## config.mk

```make
export PLATFORM = sky130hd
export DESIGN_NAME = timer_scheduler
export DESIGN_NICKNAME = d
export VERILOG_FILES = /design/src/rtl/timer_sched_pkg.sv /design/src/rtl/rr_arbiter.sv /design/src/rtl/timer_scheduler.sv
export SDC_FILE = /design/constraint.sdc
export NUM_CORES = 1
export LEC_CHECK = 0
export ABC_AREA = 1
export CAP_MARGIN = 40
export CORE_MARGIN = 10
export CORE_UTILIZATION = 35
export DETAILED_ROUTE_END_ITERATION = 12
export GPL_TIMING_DRIVEN = 0
export HOLD_SLACK_MARGIN = 0.02
export PLACE_DENSITY = 0.7
export SLEW_MARGIN = 10
export SYNTH_ARGS = -nofsm -noshare
export SYNTH_HDL_FRONTEND = slang
export SYNTH_HIERARCHICAL = 1
export SYNTH_SLANG_ARGS = --single-unit
```

## constraint.sdc

```tcl
create_clock -name clk -period 4.55 [get_ports clk]
set_input_delay 0.455 -clock clk [delete_from_list [all_inputs] [get_ports clk]]
set_output_delay 0.455 -clock clk [all_outputs]
set_load 0.01 [all_outputs]
```

## src/rtl/timer_sched_pkg.sv

```systemverilog
// Shared types and helpers for the timer scheduler.
//   sched_state_t : scheduler FSM state encoding
//   rr_pick       : round-robin winner search starting after 'last'
package timer_sched_pkg;

  // Largest requester count rr_pick can search; callers zero-extend req.
  localparam int MAX_REQ = 32;

  typedef enum logic [1:0] {
    IDLE = 2'd0,
    RUN  = 2'd1,
    DONE = 2'd2
  } sched_state_t;

  // Returns the first asserted index in last+1, last+2, ... (mod n_req).
  // If nothing is asserted the result is 'last' and must be ignored.
  function automatic int rr_pick(input logic [MAX_REQ-1:0] req,
                                 input int last, input int n_req);
    int   idx;
    int   pick;
    logic found;
    pick  = last;
    found = 1'b0;
    for (int k = 1; k <= MAX_REQ; k++) begin
      idx = last + k;
      if (idx >= n_req) idx = idx - n_req;
      if (!found && (k <= n_req) && req[idx]) begin
        found = 1'b1;
        pick  = idx;
      end
    end
    return pick;
  endfunction

endpackage

```

## src/rtl/rr_arbiter.sv

```systemverilog
// Combinational round-robin arbiter; the 'last' pointer is held by the parent.
//   req    : request levels
//   last   : id of the most recent winner
//   any    : at least one request is asserted
//   win_id : winning id (valid when any=1)
module rr_arbiter
  import timer_sched_pkg::*;
#(
  parameter int N_REQ = 4,
  parameter int ID_W  = $clog2(N_REQ)
) (
  input  logic [N_REQ-1:0] req,
  input  logic [ID_W-1:0]  last,
  output logic             any,
  output logic [ID_W-1:0]  win_id
);

  always_comb begin
    any    = |req;
    win_id = ID_W'(rr_pick(MAX_REQ'(req), int'(last), N_REQ));
  end

endmodule

```

## src/rtl/timer_scheduler.sv

```systemverilog
// Shares one interval counter between N_REQ requesters, round-robin.
//   clk, rst : clock, synchronous active-high reset
//   req      : per-requester request level
//   req_len  : packed interval lengths, slice i = [i*WIDTH +: WIDTH]
//   grant    : one-hot owner of the counter
//   busy     : scheduler not idle
//   count    : current counter value
//   done     : one-cycle completion pulse
//   done_id  : owner id of the completed interval (holds between pulses)
//
// state | meaning
// IDLE  | arbitrate pending requests, counter parked at 0
// RUN   | counting for the owner, compare against latched length
// DONE  | completion pulse cycle, no arbitration
module timer_scheduler
  import timer_sched_pkg::*;
#(
  parameter int N_REQ = 4,
  parameter int WIDTH = 8,
  parameter int ID_W  = $clog2(N_REQ)
) (
  input  logic                     clk,
  input  logic                     rst,
  input  logic [N_REQ-1:0]         req,
  input  logic [N_REQ*WIDTH-1:0]   req_len,
  output logic [N_REQ-1:0]         grant,
  output logic                     busy,
  output logic [WIDTH-1:0]         count,
  output logic                     done,
  output logic [ID_W-1:0]          done_id
);

  sched_state_t     state, state_d;
  logic [ID_W-1:0]  last, last_d;
  logic [ID_W-1:0]  owner, owner_d;
  logic [ID_W-1:0]  done_id_d;
  logic [ID_W-1:0]  win_id;
  logic [WIDTH-1:0] len_q, len_d;
  logic [WIDTH-1:0] count_d;
  logic [N_REQ-1:0] grant_d;
  logic             busy_d, done_d, any;

  rr_arbiter #(.N_REQ(N_REQ)) u_arb (
    .req    (req),
    .last   (last),
    .any    (any),
    .win_id (win_id)
  );

  always_ff @(posedge clk) begin
    if (rst) begin
      state   <= IDLE;
      last    <= ID_W'(N_REQ - 1);
      owner   <= '0;
      len_q   <= '0;
      grant   <= '0;
      busy    <= 1'b0;
      count   <= '0;
      done    <= 1'b0;
      done_id <= '0;
    end else begin
      state   <= state_d;
      last    <= last_d;
      owner   <= owner_d;
      len_q   <= len_d;
      grant   <= grant_d;
      busy    <= busy_d;
      count   <= count_d;
      done    <= done_d;
      done_id <= done_id_d;
    end
  end

  always_comb begin
    state_d   = state;
    last_d    = last;
    owner_d   = owner;
    len_d     = len_q;
    grant_d   = grant;
    count_d   = count;
    done_d    = 1'b0;
    done_id_d = done_id;
    case (state)
      IDLE: begin
        if (any) begin
          len_d   = req_len[win_id*WIDTH +: WIDTH];
          last_d  = win_id;
          owner_d = win_id;
          grant_d = N_REQ'(1) << win_id;
          count_d = '0;
          state_d = RUN;
        end
      end
      RUN: begin
        // Owner withdrawal wins over completion on the final count.
        if (!req[owner]) begin
          grant_d = '0;
          count_d = '0;
          state_d = IDLE;
        end else if (count == len_q) begin
          grant_d   = '0;
          done_d    = 1'b1;
          done_id_d = owner;
          state_d   = DONE;
        end else begin
          count_d = count + WIDTH'(1);
        end
      end
      DONE: begin
        count_d = '0;
        state_d = IDLE;
      end
      default: begin
        grant_d = '0;
        count_d = '0;
        state_d = IDLE;
      end
    endcase
    busy_d = (state_d != IDLE);
  end

endmodule

```

# == After elaboration in Yosys (flattened, before gate mapping) ==
# Index checks and enable logic that the tools add are counted.
# classes
n_addsub,9
order_cmp,9
n_eq_ne,6
n_shift,2
muxes,38
bitwise,3
n_reduce_logical,14
# op_table
op,n
"32-bit by 4-bit greater-or-equal comparator with 1-bit output, second input constant",4
"32-bit by 7-bit less-than comparator with 1-bit output, second input constant",4
32-bit 2-to-1 mux,4
"32-bit by 4-bit subtractor with 32-bit output, second input constant",4
32-bit by 6-bit variable part select with 8-bit output,1
8-bit 2-to-1 mux,3
1-bit binary-select mux with 5-bit select,4
8-bit case mux with 2 select lines,1
2-bit 2-to-1 mux,7
1-bit 2-to-1 mux,13
4-bit 2-to-1 mux,3
4-bit case mux with 3 select lines,1
"8-bit by 1-bit adder with 8-bit output, second input constant",1
8-bit == test,1
"2-bit by 2-bit adder with 3-bit output, second input constant",2
"3-bit != test, second input constant",2
3-bit AND reduction,2
"2-bit by 3-bit adder with 4-bit output, second input constant",1
2-bit case mux with 2 select lines,1
2-bit AND reduction,2
4-bit OR reduction,1
"1-bit by 2-bit left shift with 4-bit output, first input constant",1
"2-bit by 1-bit adder with 3-bit output, second input constant",1
1-bit logical AND,3
other kinds (10),14
# totals
reg_bits,30
input_bits,38
wordCells,90

# == Longest topological paths before layout ==
# logic_depth
word_depth,19
depth_mapped,17
mapped_depth_nobuf,17

# == Hierarchy ==
# Netlist, hierarchy kept.
# modules_own_cells
module,n_inst,cells_per_inst,area_per_inst_um2,seq_area_each_um2
timer_scheduler,1,240,1696.6,600.6
rr_arbiter,1,53,286.5,0.0

# == Worst setup path before layout ==
# Ideal clock, no wire load.
# synth_timing
kind,reg2reg
from,reg last[0]
to,reg grant[1]
arrival_ns,2.113
t_required_ns,4.486
path_slack_ns,2.372
stages_incl_launch_ff,16
n_path_buf,0
synth_period_minus_slack_ns,2.178
path_cell_list,dfxtp_1 -> inv_2 -> ha_1 -> inv_1 -> o21ai_2 -> nor2_2 -> nand2_2 -> nand2_1 -> nand2_1 -> nand2_1 -> inv_1 -> nor2_1 -> nand2_1 -> nand3_1 -> nand2_1 -> nor2_1
# synth_between
elab_chain_cells,19
elab_cells_between_ends,44
# synth_rtl
element,line_no,source
start: declaration,timer_scheduler.sv:34,"logic [ID_W-1:0] last, last_d;"
start signal: assignment,timer_scheduler.sv:53,last <= ID_W'(N_REQ - 1);
start signal: assignment,timer_scheduler.sv:63,last <= last_d;
2-bit by 1-bit adder with 3-bit output,timer_sched_pkg.sv:25,idx = last + k;
32-bit by 4-bit subtractor with 32-bit output or 32-bit by 4-bit greater-or-equal comparator with 1-bit output (tied branches),timer_sched_pkg.sv:26,if (idx >= n_req) idx = idx - n_req;
32-bit 2-to-1 mux,timer_sched_pkg.sv:26,
1-bit binary-select mux with 5-bit select,timer_sched_pkg.sv:27,if (!found && (k <= n_req) && req[idx]) begin
1-bit 2-to-1 mux (not written as such) (2 in series),timer_sched_pkg.sv:27,
1-bit 2-to-1 mux,timer_sched_pkg.sv:27,
1-bit zero test,timer_sched_pkg.sv:27,
1-bit logical AND,timer_sched_pkg.sv:27,
[3 not listed],n/a,
1-bit 2-to-1 mux,timer_sched_pkg.sv:27,
1-bit zero test,timer_sched_pkg.sv:27,
1-bit logical AND,timer_sched_pkg.sv:27,
2-bit 2-to-1 mux *,timer_sched_pkg.sv:27,
via win_id[0],timer_scheduler.sv:37,logic [ID_W-1:0] win_id;
1-bit by 2-bit left shift with 4-bit output *,timer_scheduler.sv:89,grant_d = N_REQ'(1) << win_id;
4-bit 2-to-1 mux *,timer_scheduler.sv:85,if (any) begin
4-bit case mux with 3 select lines *,timer_scheduler.sv:83,case (state)
end signal: assignment,timer_scheduler.sv:66,grant <= grant_d;
end: declaration,timer_scheduler.sv:26,"output logic [N_REQ-1:0] grant,"
# The timed path passes the listed nets; every way through them passes the cells marked *. The select of a mux whose other input is x is not followed.
# A chain may end at the register's enable or synchronous reset.

# == Worst setup path in the final report ==
# Ends and elaborated chain as after synthesis.

==> flow_metrics.env <==
export IMPL_status="finished, final reports clean"
export IMPL_holdPathStages=2
export IMPL_drt_iter0_drc=109
export IMPL_clk_latency_ns=0.29
export IMPL_htree_levels=2
export IMPL_multi_input_area_um2=1200
export IMPL_die_h_um=95.3
export IMPL_cts_sinks=30
export IMPL_netlist_area_um2=1980
export IMPL_portBuffers=53
export IMPL_rrSetupSlack_ns=1.83
export IMPL_regArea_um2=601
export IMPL_fin_crit_sh=0.597
export IMPL_clock_skew_ns=0.00746
export IMPL_r2r_cells=15
export IMPL_p_leak_nw=1.13
export IMPL_place_congestion=0.878
export IMPL_die_w_um=95.3
export IMPL_rsz0062_at_grt="no"
export IMPL_ys_top_cells_by_area="dfxtp_1 30%, nand2_1 15%, nand3_1 7.3%, inv_1 6.2%, a22oi_1 5.7%"
export IMPL_cts_tree="done"
export IMPL_drtAntennaViolNets=0
export IMPL_dp_hpwl_mm=4.25
export IMPL_post_synth_top_area_cell="dfxtp_1"
export IMPL_track_usage=0.119
export IMPL_hold_class="register to register"
export IMPL_wire_per_inst_um=12.8
export IMPL_ys_types=31
export IMPL_clk_pin_slew_ns=0.07
export IMPL_die_area_um2=9080
export IMPL_worstReg2RegStart="last[0]$_SDFFE_PP1P_"
export IMPL_synth_warnings=6
export IMPL_end_kind="register"
export IMPL_initial_utilization=0.360
export IMPL_totalWireLength_mm=5.47
export IMPL_vdd_ir_drop_max_mv=0.392
export IMPL_area_delta_synth_final_pct=36.1
export IMPL_vias_per_cell=4.84
export IMPL_ys_seq_area_frac=0.303
export IMPL_min_period_ns=2.72
export IMPL_antenna_found_initial=0
export IMPL_drc=0
export IMPL_fillCellCount=555
export IMPL_synth_top_area_share=0.303
export IMPL_cts_hold_buffers=0
export IMPL_setup_viol=0
export IMPL_holdPathEnd="done_id[1]$_SDFFE_PP0P_"
export IMPL_synth_fp_nets=337
export IMPL_worstPathArrival_ns=2.93
export IMPL_clock_root_buffer="clkbuf_8"
export IMPL_cts_buffers=5
export IMPL_syn_inst=293
export IMPL_max_slew_margin_rel=0.542
export IMPL_worstSetupPathType="register to register"
export IMPL_diodes=0
export IMPL_whs_ns=0.452
export IMPL_worstReg2RegEnd="grant[1]$_SDFFE_PP0P_"
export IMPL_clk_path_buf_depth=2
export IMPL_gr_total_overflow=0
export IMPL_drv_cap=0
export IMPL_nets=397
export IMPL_worstPathRequired_ns=4.77
export IMPL_cellPowerDensity_nw_per_um2=590
export IMPL_post_cts_buffers=0
export IMPL_cts_resized=0
export IMPL_grt_first_pass_wirelength_mm=8.65
export IMPL_power_mw=1.59
export IMPL_cp_max_fo=10
export IMPL_slew_viol_final=0
export IMPL_postSynthAreaPerCell_um2=6.77
export IMPL_core_area_um2=5510
export IMPL_dpl_cell_count=418
export IMPL_num_vias=2063
export IMPL_critPathLaunchType="register"
export IMPL_hold_viol_final=0
export IMPL_drive_gt1_frac=0.113
export IMPL_ios=54
export IMPL_fin_setup_tns_ns=0
export IMPL_grt_pass1_vias=1847
export IMPL_row_count=27
export IMPL_drtPass1Iterations=4
export IMPL_instances_no_fill=426
export IMPL_dpl_cell_area_um2=2600
export IMPL_ys_ff_latch=30
export IMPL_stdcell_area_um2=2700
export IMPL_worst_pin_slew_ns=0.685
export IMPL_clock_fmax_mhz=368
export IMPL_grt_start_max_net_pins=11
export IMPL_min_from="done_id[1]$_SDFFE_PP0P_"
==> routing by layer <==
metal	vias up	track usage	part of all wire
met2	52	0.184	0.47
met4	0	0.0299	0.0069
met1	923	0.150	0.44
met3	6	0.0487	0.086
li1	1082	-	-
met5	-	0	0
==> critical path, stage by stage (launching register included) <==
cell and delay, ns:
dfxtp_1 0.53, inv_2 0.15, ha_1 0.38, inv_1 0.12, o21ai_2 0.07, nor2_2 0.14, nand2_2 0.07, nand2_1 0.06
nand2_1 0.04, nand2_1 0.12, inv_1 0.07, nor2_1 0.53, nand2_1 0.10, nand3_1 0.11, nand2_1 0.05, nor2_1 0.10
==> how the worst max path moves through the flow <==
| stage | start | endpoint | slack (ns) | cells past startpoint |
|---|---|---|---|---|
| after CTS | last[0]$_SDFFE_PP1P_ | len_q[3]$_SDFFE_PP0P_ | 1.82 | 12 |
| after floorplan | last[0]$_SDFFE_PP1P_ | grant[1]$_SDFFE_PP0P_ | 2.37 | 15 |
| after global placement | last[0]$_SDFFE_PP1P_ | len_q[3]$_SDFFE_PP0P_ | 1.89 | 12 |
| final | last[0]$_SDFFE_PP1P_ | grant[1]$_SDFFE_PP0P_ | 1.83 | 15 |
| after detailed placement | last[0]$_SDFFE_PP1P_ | len_q[3]$_SDFFE_PP0P_ | 1.85 | 12 |
| after global routing | last[0]$_SDFFE_PP1P_ | len_q[4]$_SDFFE_PP0P_ | 1.56 | 12 |
==> where the power goes <==
part	internal (mW)	total, mW	leakage (nW)	switching, mW
combinational	0.368	0.973	0.839	0.605
clock	0.121	0.228	0.0472	0.106
sequential	0.329	0.392	0.246	0.0637
==> area by class of cell <==
class | count | share of cell area
plain buffers | 5 | 0.0139
clock buffers | 6 | 0.0306
clock inverters | 2 | 0.00464
inverters | 39 | 0.0542
multi-input cells | 219 | 0.444
flip-flops and latches | 30 | 0.223
well taps | 72 | 0.0334
repair buffers | 53 | 0.197
==> sequential cells by signal, indices dropped and copies added (netlist names) <==
| register | flops |
|---|---|
| grant | 4 |
| done_id | 2 |
| done | 1 |
| state | 2 |
| owner | 2 |
| busy | 1 |
| count | 8 |
| len_q | 8 |
| last | 2 |
==> cells in the mapped netlist <==
library cell	number
nand4_1	2
a31oi_4	1
nand3_2	2
a31oi_1	7
nor2_4	4
a21oi_1	17
ha_1	6
buf_6	2
buf_4	1
nand3_4	1
a22oi_1	15
clkinv_1	2
a41oi_1	1
dfxtp_1	30
xnor2_1	2
xnor2_2	1
nor2_1	19
nor3_1	3
o21ai_2	1
nand3_1	29
nand2_4	3
clkbuf_1	2
nand2_1	78
a21oi_2	1
o21ai_0	13
inv_1	33
xor2_1	1
o21ai_1	1
nor2_2	3
inv_2	4
nand2_2	8
==> cell usage in the layout, fill, tap and decap left out, types with 4 or more instances in the layout <==
cell type	count
nand2_1	78
clkdlybuf4s50_1	53
inv_1	33
dfxtp_1	30
nand3_1	29
nor2_1	19
a21oi_1	17
a22oi_1	15
o21ai_0	13
nand2_2	8
a31oi_1	7
ha_1	6
clkbuf_8	6
nor2_4	4
inv_2	4
==> logic make-up after synthesis <==
kind of cell | after synthesis | synth area share
buf+inv | 44 | 0.0927
xor+xnor | 4 | 0.0215
fa+ha+maj | 6 | 0.0379
compound gates | 57 | 0.181
simple gates | 152 | 0.364
flops | 30 | 0.303
==> per-stage QoR <==
stage	utilization	setup slack (ns)
after floorplan	-	2.37
after global placement	0.473	1.89
after detailed placement	0.473	1.85
after CTS	0.490	1.82
after global routing	0.490	1.56
final	0.490	1.83
Power figures use the tool's default switching activity.
==> edit (same settings) <==
Register the output `count` once more, with the module's reset; this adds one clock of latency there. The other outputs are not delayed to match.
--- a/src/rtl/timer_scheduler.sv
+++ b/src/rtl/timer_scheduler.sv
@@ -32,2 +32,4 @@
 
+  logic [WIDTH-1:0] count_s0;
+
   sched_state_t     state, state_d;
@@ -57,3 +59,3 @@
       busy    <= 1'b0;
-      count   <= '0;
+      count_s0 <= '0;
       done    <= 1'b0;
@@ -67,3 +69,3 @@
       busy    <= busy_d;
-      count   <= count_d;
+      count_s0 <= count_d;
       done    <= done_d;
@@ -79,3 +81,3 @@
     grant_d   = grant;
-    count_d   = count;
+    count_d   = count_s0;
     done_d    = 1'b0;
@@ -99,3 +101,3 @@
           state_d = IDLE;
-        end else if (count == len_q) begin
+        end else if (count_s0 == len_q) begin
           grant_d   = '0;
@@ -105,3 +107,3 @@
         end else begin
-          count_d = count + WIDTH'(1);
+          count_d = count_s0 + WIDTH'(1);
         end
@@ -121,2 +123,10 @@
 
+  always_ff @(posedge clk) begin
+    if (rst) begin
+      count <= '0;
+    end else begin
+      count <= count_s0;
+    end
+  end
+
 endmodule
Function: changed (Yosys sat finds a counterexample within 4 cycles, from zero or initial values and one cycle with rst high).
==> edit against the unedited design <==
- design area is 11% higher
- wire length is 5.7% higher
- clock power is 24% higher
- setup slack better by 0.0091 ns
- sequential cell count is 8 higher
- first-iteration DRC count is 5.5% higher
- area after synthesis is 15% higher
- non-clock buffer count is 6 higher
- power is 15% higher
- maximum frequency is 0.34% higher
- critical path type unchanged
- critical endpoint is now len_q[5]
- largest power group unchanged
==> edit: results (changes against the unedited design) <==
- Leakage power total: 1.26 nW (+11%)
- Worst Min Path Start: grant[3]
- Reg2reg end: len_q[5]
- Via Count: 2257 (+9.4%)
- GR Util All Layers: 12.0% (+0.070 points)
- Registers with the most flip-flops: count x8, count_s0 x8, len_q x8
- Sequential-to-total area share from yosys stat: 33.4% (+3.1 points)
- First-pass GRT wire length: 10200 um (+18%)
- Top cells by area, synth: dfxtp_1 33%, nand2_1 12%, nand3_1 9.5%, nor2_1 5.1%, inv_1 4.8%
- Synth cell types: 31 (unchanged)
- Final #Nets: 422 (+6.3%)
- Final Non-Filler Cells: 456 (+7.0%)
- Slew Limit Headroom: 57.8% (+3.6 points)
- DR WL/cell: 12.7 um (-1.2%)
- Async set-reset flop share out of synthesis: 0% (unchanged)
- R2R cell count: 13 (-2)
- Root buffer cell: clkbuf_8
- Clock skew: 0.00543 ns (-0.00203 ns)
- GPL Wtd Cong: 0.835 (-4.9%)
- Commonest cells in the netlist: 71 x nand2_1, 43 x nand3_1, 38 x dfxtp_1
- WHS Endpoint: grant[3]
- Pre-CTS setup slack: 1.84 ns (-0.00543 ns)
- Synth warn: 6 (unchanged)
- Vias in the first global route: 2232 (+21%)
- DP Cell Count: 448 (+7.2%)
- Chip width: 101 um (+5.6%)
- Status: complete, no violations
- DP HPWL: 4490 um (+5.8%)
- Power Internal: 0.963 mW (+18%)
- Ratio of cells with drive above 1 in the final layout: 12.9% (+1.6 points)
- Initial DRC count: 115 (+5.5%)
- Pin count of the biggest net entering global routing: 12 (+1)
- Port buffer count: 53 (unchanged)
- Peak supply drop: 0.484 mV (+23%)
- Synth Net Count: 362 (+7.4%)
- Fillcell total: 642 (+16%)
==> edit: cell count changes after synthesis, moves of 3 or more <==
| cell | unedited run | this run |
|---|---|---|
| nand3_1 | 29 | 43 |
| nor2_1 | 19 | 31 |
| dfxtp_1 | 30 | 38 |
| a22oi_1 | 15 | 8 |
| nand2_1 | 78 | 71 |
| a41oi_1 | 1 | 7 |
| a21oi_1 | 17 | 12 |
| a31oi_1 | 7 | 2 |
| inv_1 | 33 | 29 |
| nand2_2 | 8 | 12 |
| buf_2 | 0 | 3 |
==> edit: how the worst max path moves through the flow <==
stage / end / slack, ns / cells past startpoint / startpoint
after detailed placement: len_q[5] / 1.84 / 13 / last[0]
final: len_q[5] / 1.84 / 13 / last[0]
after global routing: len_q[0] / 1.51 / 13 / last[0]
after global placement: len_q[5] / 1.85 / 13 / req[0]
after floorplan: grant[1] / 2.34 / 15 / last[0]
after CTS: len_q[5] / 1.82 / 13 / last[0]
==> edit: cell families after synthesis <==
group	share of synthesized area (%)
buffers and inverters	9.23
AO/OA/AOI/OAI	13.7
XOR/XNOR	3.57
adder cells (fa/ha/maj)	3.30
AND/OR/NAND/NOR	36.8
flip-flops	33.4
==> edit: through the flow <==
step | area [um2] | hold slack [ns]
3_5_place_dp | 2900 | 0.473
6_report | 3010 | 0.490
3_3_place_gp | 2900 | 0.478
2_1_floorplan | 2280 | 0.464
4_1_cts | 3010 | 0.500
5_1_grt | 3010 | 0.544
==> edit: routing by layer <==
layer | GRT usage (%) | vias up | part of all wire [%]
met5 | 0 | - | 0
met1 | 14.8 | 1015 | 46
met4 | 2.50 | 0 | 0.74
met2 | 18.2 | 66 | 43
li1 | - | 1171 | -
met3 | 5.97 | 5 | 10
==> edit: worst min-delay path, cell delays in order (launching register included) <==
cell     delay, ns
dfxtp_1       0.33
a21oi_1       0.04
nor2_1        0.08
==> edit: power groups by stage <==
stage | Combinational (mW) | Sequential [mW] | Clock [mW]
finish | 1.08 | 0.466 | 0.282
global route | 1.23 | 0.478 | 0.303
CTS | 1.09 | 0.467 | 0.285
detailed placement | 1.08 | 0.474 | 0
global placement | 1.06 | 0.472 | 0
floorplan | 0.812 | 0.466 | 0
==> edit: cell type report <==
cell class                 instances  area (um2)  share of cell area, %
buffer                            11        78.8                   2.62
multi-input combinational        234        1310                   43.4
timing repair buffer              53         531                   17.6
inverter                          35         131                   4.37
sequential                        38         761                   25.3
clock buffer                       7        76.3                   2.54
tap                               77        96.3                   3.20
clock inverter                     1        30.0                  0.998
